`src/rtl/dibit_deframer.sv`:
```
// Purpose: hunts a sync byte in a 2-bit symbol stream, reads a length byte, then queues L payload bytes.
// Latency: a payload byte completed at edge N is on byte_out from cycle N+1 when the FIFO was empty.
// Backpressure: valid/ready on the byte output; a byte arriving to a full FIFO with no pop is dropped and flagged.
module dibit_deframer #(
    parameter logic [7:0] SYNC_BYTE  = 8'hA5,
    parameter int         FIFO_DEPTH = 4
) (
    input  logic       clk,
    input  logic       reset,
    input  logic [1:0] sym_in,
    input  logic       sym_valid,
    output logic [7:0] byte_out,
    output logic       byte_valid,
    input  logic       byte_ready,
    output logic       frame_active,
    output logic       frame_done,
    output logic       overflow
);

    localparam int AW = $clog2(FIFO_DEPTH);
    localparam logic [AW:0] FULL_CNT = (AW + 1)'(FIFO_DEPTH);

    localparam logic [1:0] HUNT    = 2'd0;
    localparam logic [1:0] LEN     = 2'd1;
    localparam logic [1:0] PAYLOAD = 2'd2;

    logic [1:0]    state;
    // Only the three most recent dibits are kept; the fourth comes straight from sym_in.
    logic [5:0]    window_hist;
    logic [1:0]    dcnt;
    logic [5:0]    asm_hist;
    logic [7:0]    remaining;

    logic [7:0]    fifo_mem [FIFO_DEPTH];
    logic [AW-1:0] wr_ptr;
    logic [AW-1:0] rd_ptr;
    logic [AW:0]   count;

    logic [7:0]    win_next;
    logic [7:0]    asm_next;
    logic          byte_done;
    logic          push;
    logic          pop;
    logic          full;
    logic          accept;
    logic          drop;

    // Datapath helpers: next sync window, next assembled byte, FIFO handshakes.
    always_comb begin
        win_next  = {window_hist, sym_in};
        asm_next  = {asm_hist, sym_in};
        byte_done = sym_valid && (state != HUNT) && (dcnt == 2'd3);
        push      = byte_done && (state == PAYLOAD);
        pop       = byte_valid && byte_ready;
        full      = (count == FULL_CNT);
        // A pop on the same edge frees the slot, so a full FIFO still takes the byte.
        accept    = push && (!full || pop);
        drop      = push && full && !pop;
    end

    // Frame state machine: sync hunt, length capture, payload countdown.
    always_ff @(posedge clk) begin
        if (reset) begin
            state       <= HUNT;
            window_hist <= 6'd0;
            dcnt        <= 2'd0;
            asm_hist    <= 6'd0;
            remaining   <= 8'd0;
            frame_done  <= 1'b0;
        end else begin
            frame_done <= 1'b0;
            if (sym_valid) begin
                case (state)
                    HUNT: begin
                        if (win_next == SYNC_BYTE) begin
                            state       <= LEN;
                            window_hist <= 6'd0;
                            dcnt        <= 2'd0;
                        end else begin
                            window_hist <= win_next[5:0];
                        end
                    end
                    LEN: begin
                        asm_hist <= asm_next[5:0];
                        dcnt     <= dcnt + 2'd1;
                        if (dcnt == 2'd3) begin
                            if (asm_next == 8'd0) begin
                                state       <= HUNT;
                                window_hist <= 6'd0;
                            end else begin
                                remaining <= asm_next;
                                state     <= PAYLOAD;
                            end
                        end
                    end
                    PAYLOAD: begin
                        asm_hist <= asm_next[5:0];
                        dcnt     <= dcnt + 2'd1;
                        if (dcnt == 2'd3) begin
                            // Dropped bytes still consume length, so the countdown is unconditional.
                            remaining <= remaining - 8'd1;
                            if (remaining == 8'd1) begin
                                state       <= HUNT;
                                window_hist <= 6'd0;
                                frame_done  <= 1'b1;
                            end
                        end
                    end
                    default: state <= HUNT;
                endcase
            end
        end
    end

    // FIFO pointers, occupancy and the sticky overflow flag.
    always_ff @(posedge clk) begin
        if (reset) begin
            wr_ptr   <= '0;
            rd_ptr   <= '0;
            count    <= '0;
            overflow <= 1'b0;
        end else begin
            if (accept) wr_ptr <= wr_ptr + AW'(1);
            if (pop)    rd_ptr <= rd_ptr + AW'(1);
            case ({accept, pop})
                2'b10:   count <= count + (AW + 1)'(1);
                2'b01:   count <= count - (AW + 1)'(1);
                default: count <= count;
            endcase
            if (drop) overflow <= 1'b1;
        end
    end

    // FIFO storage; contents are don't-care until written, the output mux hides them.
    always_ff @(posedge clk) begin
        if (accept) fifo_mem[wr_ptr] <= asm_next;
    end

    assign byte_valid   = (count != '0);
    assign byte_out     = byte_valid ? fifo_mem[rd_ptr] : 8'h00;
    assign frame_active = (state == LEN) || (state == PAYLOAD);

endmodule

```
`config.mk`:
```
export PLATFORM = sky130hd
export DESIGN_NAME = dibit_deframer
export DESIGN_NICKNAME = d
export VERILOG_FILES = /design/src/rtl/dibit_deframer.sv
export SDC_FILE = /design/constraint.sdc
export NUM_CORES = 1
export LEC_CHECK = 0
export CORE_UTILIZATION = 35
export CTS_CLUSTER_DIAMETER = 100
export DETAILED_ROUTE_END_ITERATION = 10
export SYNTH_ARGS = -nofsm -noshare
export SYNTH_HDL_FRONTEND = slang
export SYNTH_SLANG_ARGS = --single-unit
```
`constraint.sdc`:
```
create_clock -name clk -period 3 [get_ports clk]
set_input_delay 0.6 -clock clk [delete_from_list [all_inputs] [get_ports clk]]
set_output_delay 0.6 -clock clk [all_outputs]
set_load 0.005 [all_outputs]
```
==> flow_summary.toml, run 1 <==
[outcome]
status = "finished with violations"
violations = "DRC"

[critical_path]
cpPeakStageDelay_ns = 0.67
arrival_ns = 2.20
r2r_cells = 8
r2r_start = "state[1]$_SDFFE_PP0P_"
cpMaxStageDelayCell = "dfxtp_1"
path_cells = "mux4_2 > and2_1 > clkdlybuf4s50_1"
worstSetupEndpoint = "byte_out[1]"
crit_path_end_kind = "output pin"
worstSetupStartpointType = "flip-flop"
path_buf_inv = 1
timing.rr.end = "count[2]$_SDFFE_PP0P_"
critical_path.top_delay_family = "flip-flops"
r2r_setup_slack_ns = 0.81
cp.required_ns = 2.40
crit_fanout = 8
path_depth = 3
worstSetupPathType = "flip-flop to output pin"

[synthesis]
yosys.area.top_type = "edfxtp_1"
synth_top_area_share_pct = 29.9
yosys_warnings = 0
synth_seq_cells = 67
syn_area_um2 = 3220
synth.area.top_cells = "edfxtp_1 (30%), dfxtp_1 (22%), mux4_2 (5.6%), ha_1 (4.3%), mux2i_1 (3.4%)"
synth-edff-count = 32
syn_inst = 284
avgSynthCellArea_um2 = 11.3
synthArstFlopShare_pct = 0
ys_types = 54
synth_seq_area_share_pct = 51.6
synth_top_flop_cell = "dfxtp_1"
synth_fp_nets = 302

[cells_and_area]
final_nets = 321
final_cell_count_no_fill = 416
final_layout_size_suffix_gt1_share_pct = 13.0
final_core_util_pct = 42.2
area_growth_syn_to_layout_pct = 15.6
nFillCells = 838
diodes = 0

[detailed_routing]
vias = 2163
totalWireLength_um = 6150
drc = 3
drt_iter0_drc = 186
postRouteAntennaNets = 0
routedWlPerCell_um = 14.8
firstDrtPassIters = 9
routed_via_density = 5.20

[grt]
grt_pass1_vias = 2158
grt_max_degree = 26
antenna_found_initial = 0
grt_pass1_wl_um = 10700
grt_use_total_pct = 14.5
grt_overflow_total = 0

[placed_design]
dpl.hpwl_um = 4230
numPortBuffers = 17
place.gp.congestion = 0.825
dp_cells = 400
place_ws_ns = 0.399

[timing]
skew_ns = 0.00774
worst_slew_pin_slew_ns = 0.570
tns_ns = 0
post-route-period-util_pct = 93.3
rsz0062_at_grt = "no"
final-hold-violation-count = 0
slew_viol_final = 0
fin_crit_ns = 2.80
fin_ws_ns = 0.201
max_freq_ghz = 0.357
slew-limit-headroom_pct = 61.0
setup-violations-final = 0

[clock_network]
cts_root_buffer = "clkbuf_8"
post_cts_buffers = 0
cts_resized = 0
clkLatencyLatePin_ns = 0.34
cts_buffers = 9
cts_hold_buf = 0
ctsLongestPathBuffers = 2
clock_sinks = 67
clkTransAtPathRegs_ns = 0.07
h-tree-depth = 3
cts_tree = "yes"

[worst_hold_path]
hold_class = "flip-flop to flip-flop"

[power_and_ir_drop]
power_leakage_nw = 1.21
powerDensity_nw_per_um2 = 489
finalPower_mw = 1.82
ir_worst_vdd_v = 0.000252

[floorplan]
die_area_um2 = 9580
die_x_um = 97.9
initial_core_util_pct = 36.5
fp.dieH_um = 97.9
io_pins = 18
core_um2 = 8810
rows = 34

[job]
maxCapViolCount = 0
## synth_stat cells (4+ instances only)
| cell type | count |
|---|---|
| edfxtp_1 | 32 |
| nand3_1 | 14 |
| a21oi_1 | 20 |
| ha_1 | 11 |
| inv_1 | 11 |
| nand2_1 | 17 |
| mux4_2 | 8 |
| clkbuf_1 | 10 |
| o21ai_1 | 5 |
| nor2_1 | 14 |
| dfxtp_1 | 35 |
| or3_1 | 4 |
| or3b_2 | 4 |
| nand2b_1 | 13 |
| mux2i_1 | 11 |
| and2_1 | 14 |
## how the worst min path moves through the flow
| stage | from | end | slack [ns] | cells past startpoint |
|---|---|---|---|---|
| final | overflow$_SDFFE_PP0P_ | overflow$_SDFFE_PP0P_ | 0.47 | 2 |
| after global routing | window_hist[0]$_SDFFE_PP0P_ | window_hist[2]$_SDFFE_PP0P_ | 0.51 | 2 |
| after CTS | overflow$_SDFFE_PP0P_ | overflow$_SDFFE_PP0P_ | 0.48 | 2 |
| after detailed placement | overflow$_SDFFE_PP0P_ | overflow$_SDFFE_PP0P_ | 0.46 | 2 |
| after global placement | window_hist[4]$_SDFFE_PP0P_ | window_hist[4]$_SDFFE_PP0P_ | 0.46 | 2 |
| after floorplan | window_hist[4]$_SDFFE_PP0P_ | window_hist[4]$_SDFFE_PP0P_ | 0.44 | 2 |
## per-stage QoR
| stage | area [µm²] | hold slack (ns) |
|---|---|---|
| final | 3720 | 0.469 |
| after global routing | 3720 | 0.511 |
| after CTS | 3720 | 0.477 |
| after detailed placement | 3500 | 0.460 |
| after global placement | 3500 | 0.462 |
| after floorplan | 3220 | 0.444 |
## registers in the layout, summed over array words and instances (netlist names), named ones only
name	flops
rd_ptr	2
wr_ptr	2
window_hist	6
remaining	8
dcnt	2
frame_done	1
fifo_mem	32
count	3
asm_hist	6
state	2
overflow	1
## metal layers
layer | vias to the layer above | track usage, % | share of wire, %
li1 | 1080 | - | -
met1 | 1037 | 17.9 | 47
met2 | 39 | 23.8 | 48
met3 | 7 | 5.01 | 3.3
met4 | 0 | 4.31 | 1.2
met5 | - | 0 | 0
## power by group
part | total (mW) | internal [mW] | switching, mW | leakage (nW)
clock | 0.817 | 0.469 | 0.347 | 0.106
combinational | 0.0482 | 0.0218 | 0.0263 | 0.552
sequential | 0.955 | 0.953 | 0.00227 | 0.555
## logic make-up (layout without fill, tap and decap cells)
family / Yosys count / count (layout) / share of synthesized area [%]
xor+xnor: 5 / 5 / 1.36
flops: 67 / 67 / 51.6
fa+ha+maj: 12 / 12 / 4.90
simple gates: 104 / 104 / 19.4
buf+inv: 28 / 52 / 3.73
compound gates: 49 / 49 / 9.95
mux: 19 / 19 / 9.02
## cell usage in the layout, fill, tap and decap left out, drive strengths merged, types with 2 or more instances in the layout
| cell type | instances |
|---|---|
| and4b | 2 |
| dfxtp | 35 |
| nor4 | 4 |
| mux2i | 11 |
| bufinv | 2 |
| mux4 | 8 |
| o21ai | 6 |
| nor2b | 2 |
| and2 | 14 |
| or3b | 4 |
| inv | 12 |
| nor3 | 4 |
| clkbuf | 10 |
| clkinv | 3 |
| clkdlybuf4s50 | 17 |
| xnor2 | 3 |
| ha | 11 |
| buf | 7 |
| or3 | 4 |
| nand2 | 17 |
| nand3 | 14 |
| o31ai | 2 |
| a21oi | 20 |
| o2111ai | 2 |
| nand2b | 13 |
| o32ai | 2 |
| xor2 | 2 |
| a31oi | 2 |
| nand4bb | 2 |
| and3 | 2 |
| nand4b | 3 |
| nor2 | 14 |
| a21o | 3 |
| edfxtp | 32 |
| a311o | 2 |
## area by class of cell
cell class / count / area, µm² / area share [%]
clock buffer: 10 / 128 / 3.43
multi-input combinational: 189 / 1440 / 38.6
timing repair buffer: 24 / 223 / 5.99
sequential: 67 / 1660 / 44.7
clock inverter: 6 / 90.1 / 2.42
inverter: 12 / 45.0 / 1.21
tap: 108 / 135 / 3.63
## tightest hold or removal path, cell delays in order (launching register included)
cell and delay, ns:
dfxtp_1 0.33, a21oi_1 0.04, nor2_1 0.07
Note: power is estimated with default switching activity, not from simulation.
==> run 2: changes to the inputs <==
- PLACE_DENSITY_LB_ADDON: unset -> 0.2
==> run 2 against run 1 <==
- the run still ends with DRC left
- sequential power about the same
- non-clock buffer count unchanged
- clock power decreased by 11%
- clock-buffer cell count is 1 lower
- maximum frequency grew 0.75%
- critical path depth did not move
- first-iteration DRC count fell by 49%
- combinational power grew 1%
- sequential share of layout area is 0.32 points higher
==> flow_summary.toml, run 2 (synthesis gave the netlist of run 1 again) <==
[outcome]
status = "finished with violations"
violations = "DRC"

[cells_and_area]
area_growth_syn_to_layout_pct = 14.7
final_layout_size_suffix_gt1_share_pct = 12.7
diodes = 0
layout_common_cells = "dfxtp_1 (35), edfxtp_1 (32), a21oi_1 (20)"
nFillCells = 849
largest_register_ffs = 32
top_register = "fifo_mem"
final_core_util_pct = 41.9
reg_top3 = "fifo_mem: 32 flops, remaining: 8 flops"
final_nets = 321
multi_input_area_um2 = 1440
seqCellArea_um2 = 1660
layout_commonest_cell = "dfxtp_1"

[detailed_routing]
drc = 2
postRouteAntennaNets = 0
totalWireLength_um = 6140
routed_via_density = 5.14
routedWlPerCell_um = 14.8
vias = 2139
firstDrtPassIters = 7
drt_iter0_drc = 94

[timing]
tns_ns = 0
max_freq_ghz = 0.360
slew_viol_final = 0
rsz0062_at_grt = "no"
hold_ws_ns = 0.472
setup-violations-final = 0
slew-limit-headroom_pct = 64.8
post-route-period-util_pct = 92.6
worst_slew_pin_slew_ns = 0.528
skew_ns = 0.0144
final-hold-violation-count = 0
fin_crit_ns = 2.78

[critical_path]
r2r_cells = 8
cpMaxStageDelayCell = "dfxtp_1"
worstSetupPathType = "flip-flop to output pin"
r2r_setup_slack_ns = 0.81
timing.rr.end = "count[2]$_SDFFE_PP0P_"
critical_path.top_delay_family = "flip-flops"
r2r_start = "state[1]$_SDFFE_PP0P_"
path_cells = "mux4_2 > and2_1 > clkdlybuf4s50_1"
worstSetupStartpointType = "flip-flop"
path_buf_inv = 1
arrival_ns = 2.18
cpPeakStageDelay_ns = 0.65
crit_fanout = 8
crit_path_end_kind = "output pin"
cp.required_ns = 2.40

[floorplan]
fp.dieH_um = 97.9
core_um2 = 8810
die_area_um2 = 9580
rows = 34
io_pins = 18
die_x_um = 97.9
initial_core_util_pct = 36.5

[grt]
grt_pass1_wl_um = 10400
grt_pass1_vias = 2132
grt_use_total_pct = 13.9
grt_overflow_total = 0
grt_max_degree = 18
antenna_found_initial = 0

[clock_network]
cts_hold_buf = 0
post_cts_buffers = 0
cts_resized = 0
clkTransAtPathRegs_ns = 0.07
cts_tree = "yes"
ctsLongestPathBuffers = 2
cts_root_buffer = "clkbuf_8"
clkLatencyLatePin_ns = 0.34
clock_sinks = 67
h-tree-depth = 3
cts_buffers = 9

[power_and_ir_drop]
power_leakage_nw = 1.20
powerDensity_nw_per_um2 = 470
ir_worst_vdd_v = 0.000212

[placed_design]
place.gp.congestion = 0.745
numPortBuffers = 17
dpl.hpwl_um = 4360

[worst_hold_path]
holdPathStages = 2
hold_class = "flip-flop to flip-flop"
hold_end = "overflow$_SDFFE_PP0P_"
min-delay-start = "overflow$_SDFFE_PP0P_"

[job]
maxCapViolCount = 0
[run 2: cell count changes in the layout (fill, tap and decap cells not counted), sizes merged]
cell and delta:
bufinv -1, clkbuf -1, clkinv +1, inv +1
[run 2: power by group]
group	switching (mW)	leakage [nW]	internal (mW)	total, mW
Sequential	0.00220	0.555	0.953	0.955
Clock	0.350	0.0947	0.381	0.730
Combinational	0.0270	0.552	0.0219	0.0489
Total	0.379	1.20	1.36	1.73
[run 2: worst min-delay path, stage by stage, from the launching register on]
cell and delay [ns]:
dfxtp_1 0.33, a21oi_1 0.04, nor2_1 0.07
[run 2: worst max path at each step]
stage                                  to  slack [ns]  cells past startpoint
finish                        byte_out[2]        0.22                      3
global route                  byte_out[3]        0.07                      3
CTS                           byte_out[2]        0.13                      3
detailed placement  count[2]$_SDFFE_PP0P_        0.39                      7
global placement    count[2]$_SDFFE_PP0P_        0.43                      7
floorplan           count[2]$_SDFFE_PP0P_        0.86                      9
[run 2: final cells by class]
| class | count | share of cell area, % |
|---|---|---|
| Multi-Input combinational cell | 189 | 38.9 |
| Inverter | 12 | 1.22 |
| Tap cell | 108 | 3.66 |
| Sequential cell | 67 | 45.0 |
| Clock inverter | 7 | 1.83 |
| Timing Repair Buffer | 24 | 6.03 |
| Clock buffer | 9 | 3.35 |
[run 2: per-layer routing]
metal / vias up / wire length, µm / track usage (%) / part of all wire, %
met2: 23 / 2760 / 21.7 / 45
met3: 9 / 165 / 3.58 / 2.7
met4: 0 / 96 / 5.36 / 1.6
met1: 1025 / 3120 / 18.6 / 51
met5: - / 0 / 0 / 0
li1: 1082 / - / - / -
[run 2: through the flow]
stage                     setup WS, ns  area (µm²)  instances  total power, mW
after floorplan                  0.863        3220        284             1.00
after global placement           0.426        3500        400             1.02
after detailed placement         0.390        3500        400             1.02
after CTS                        0.129        3690        416             1.76
after global routing            0.0709        3690        416             1.79
final                            0.222        3690        416             1.73
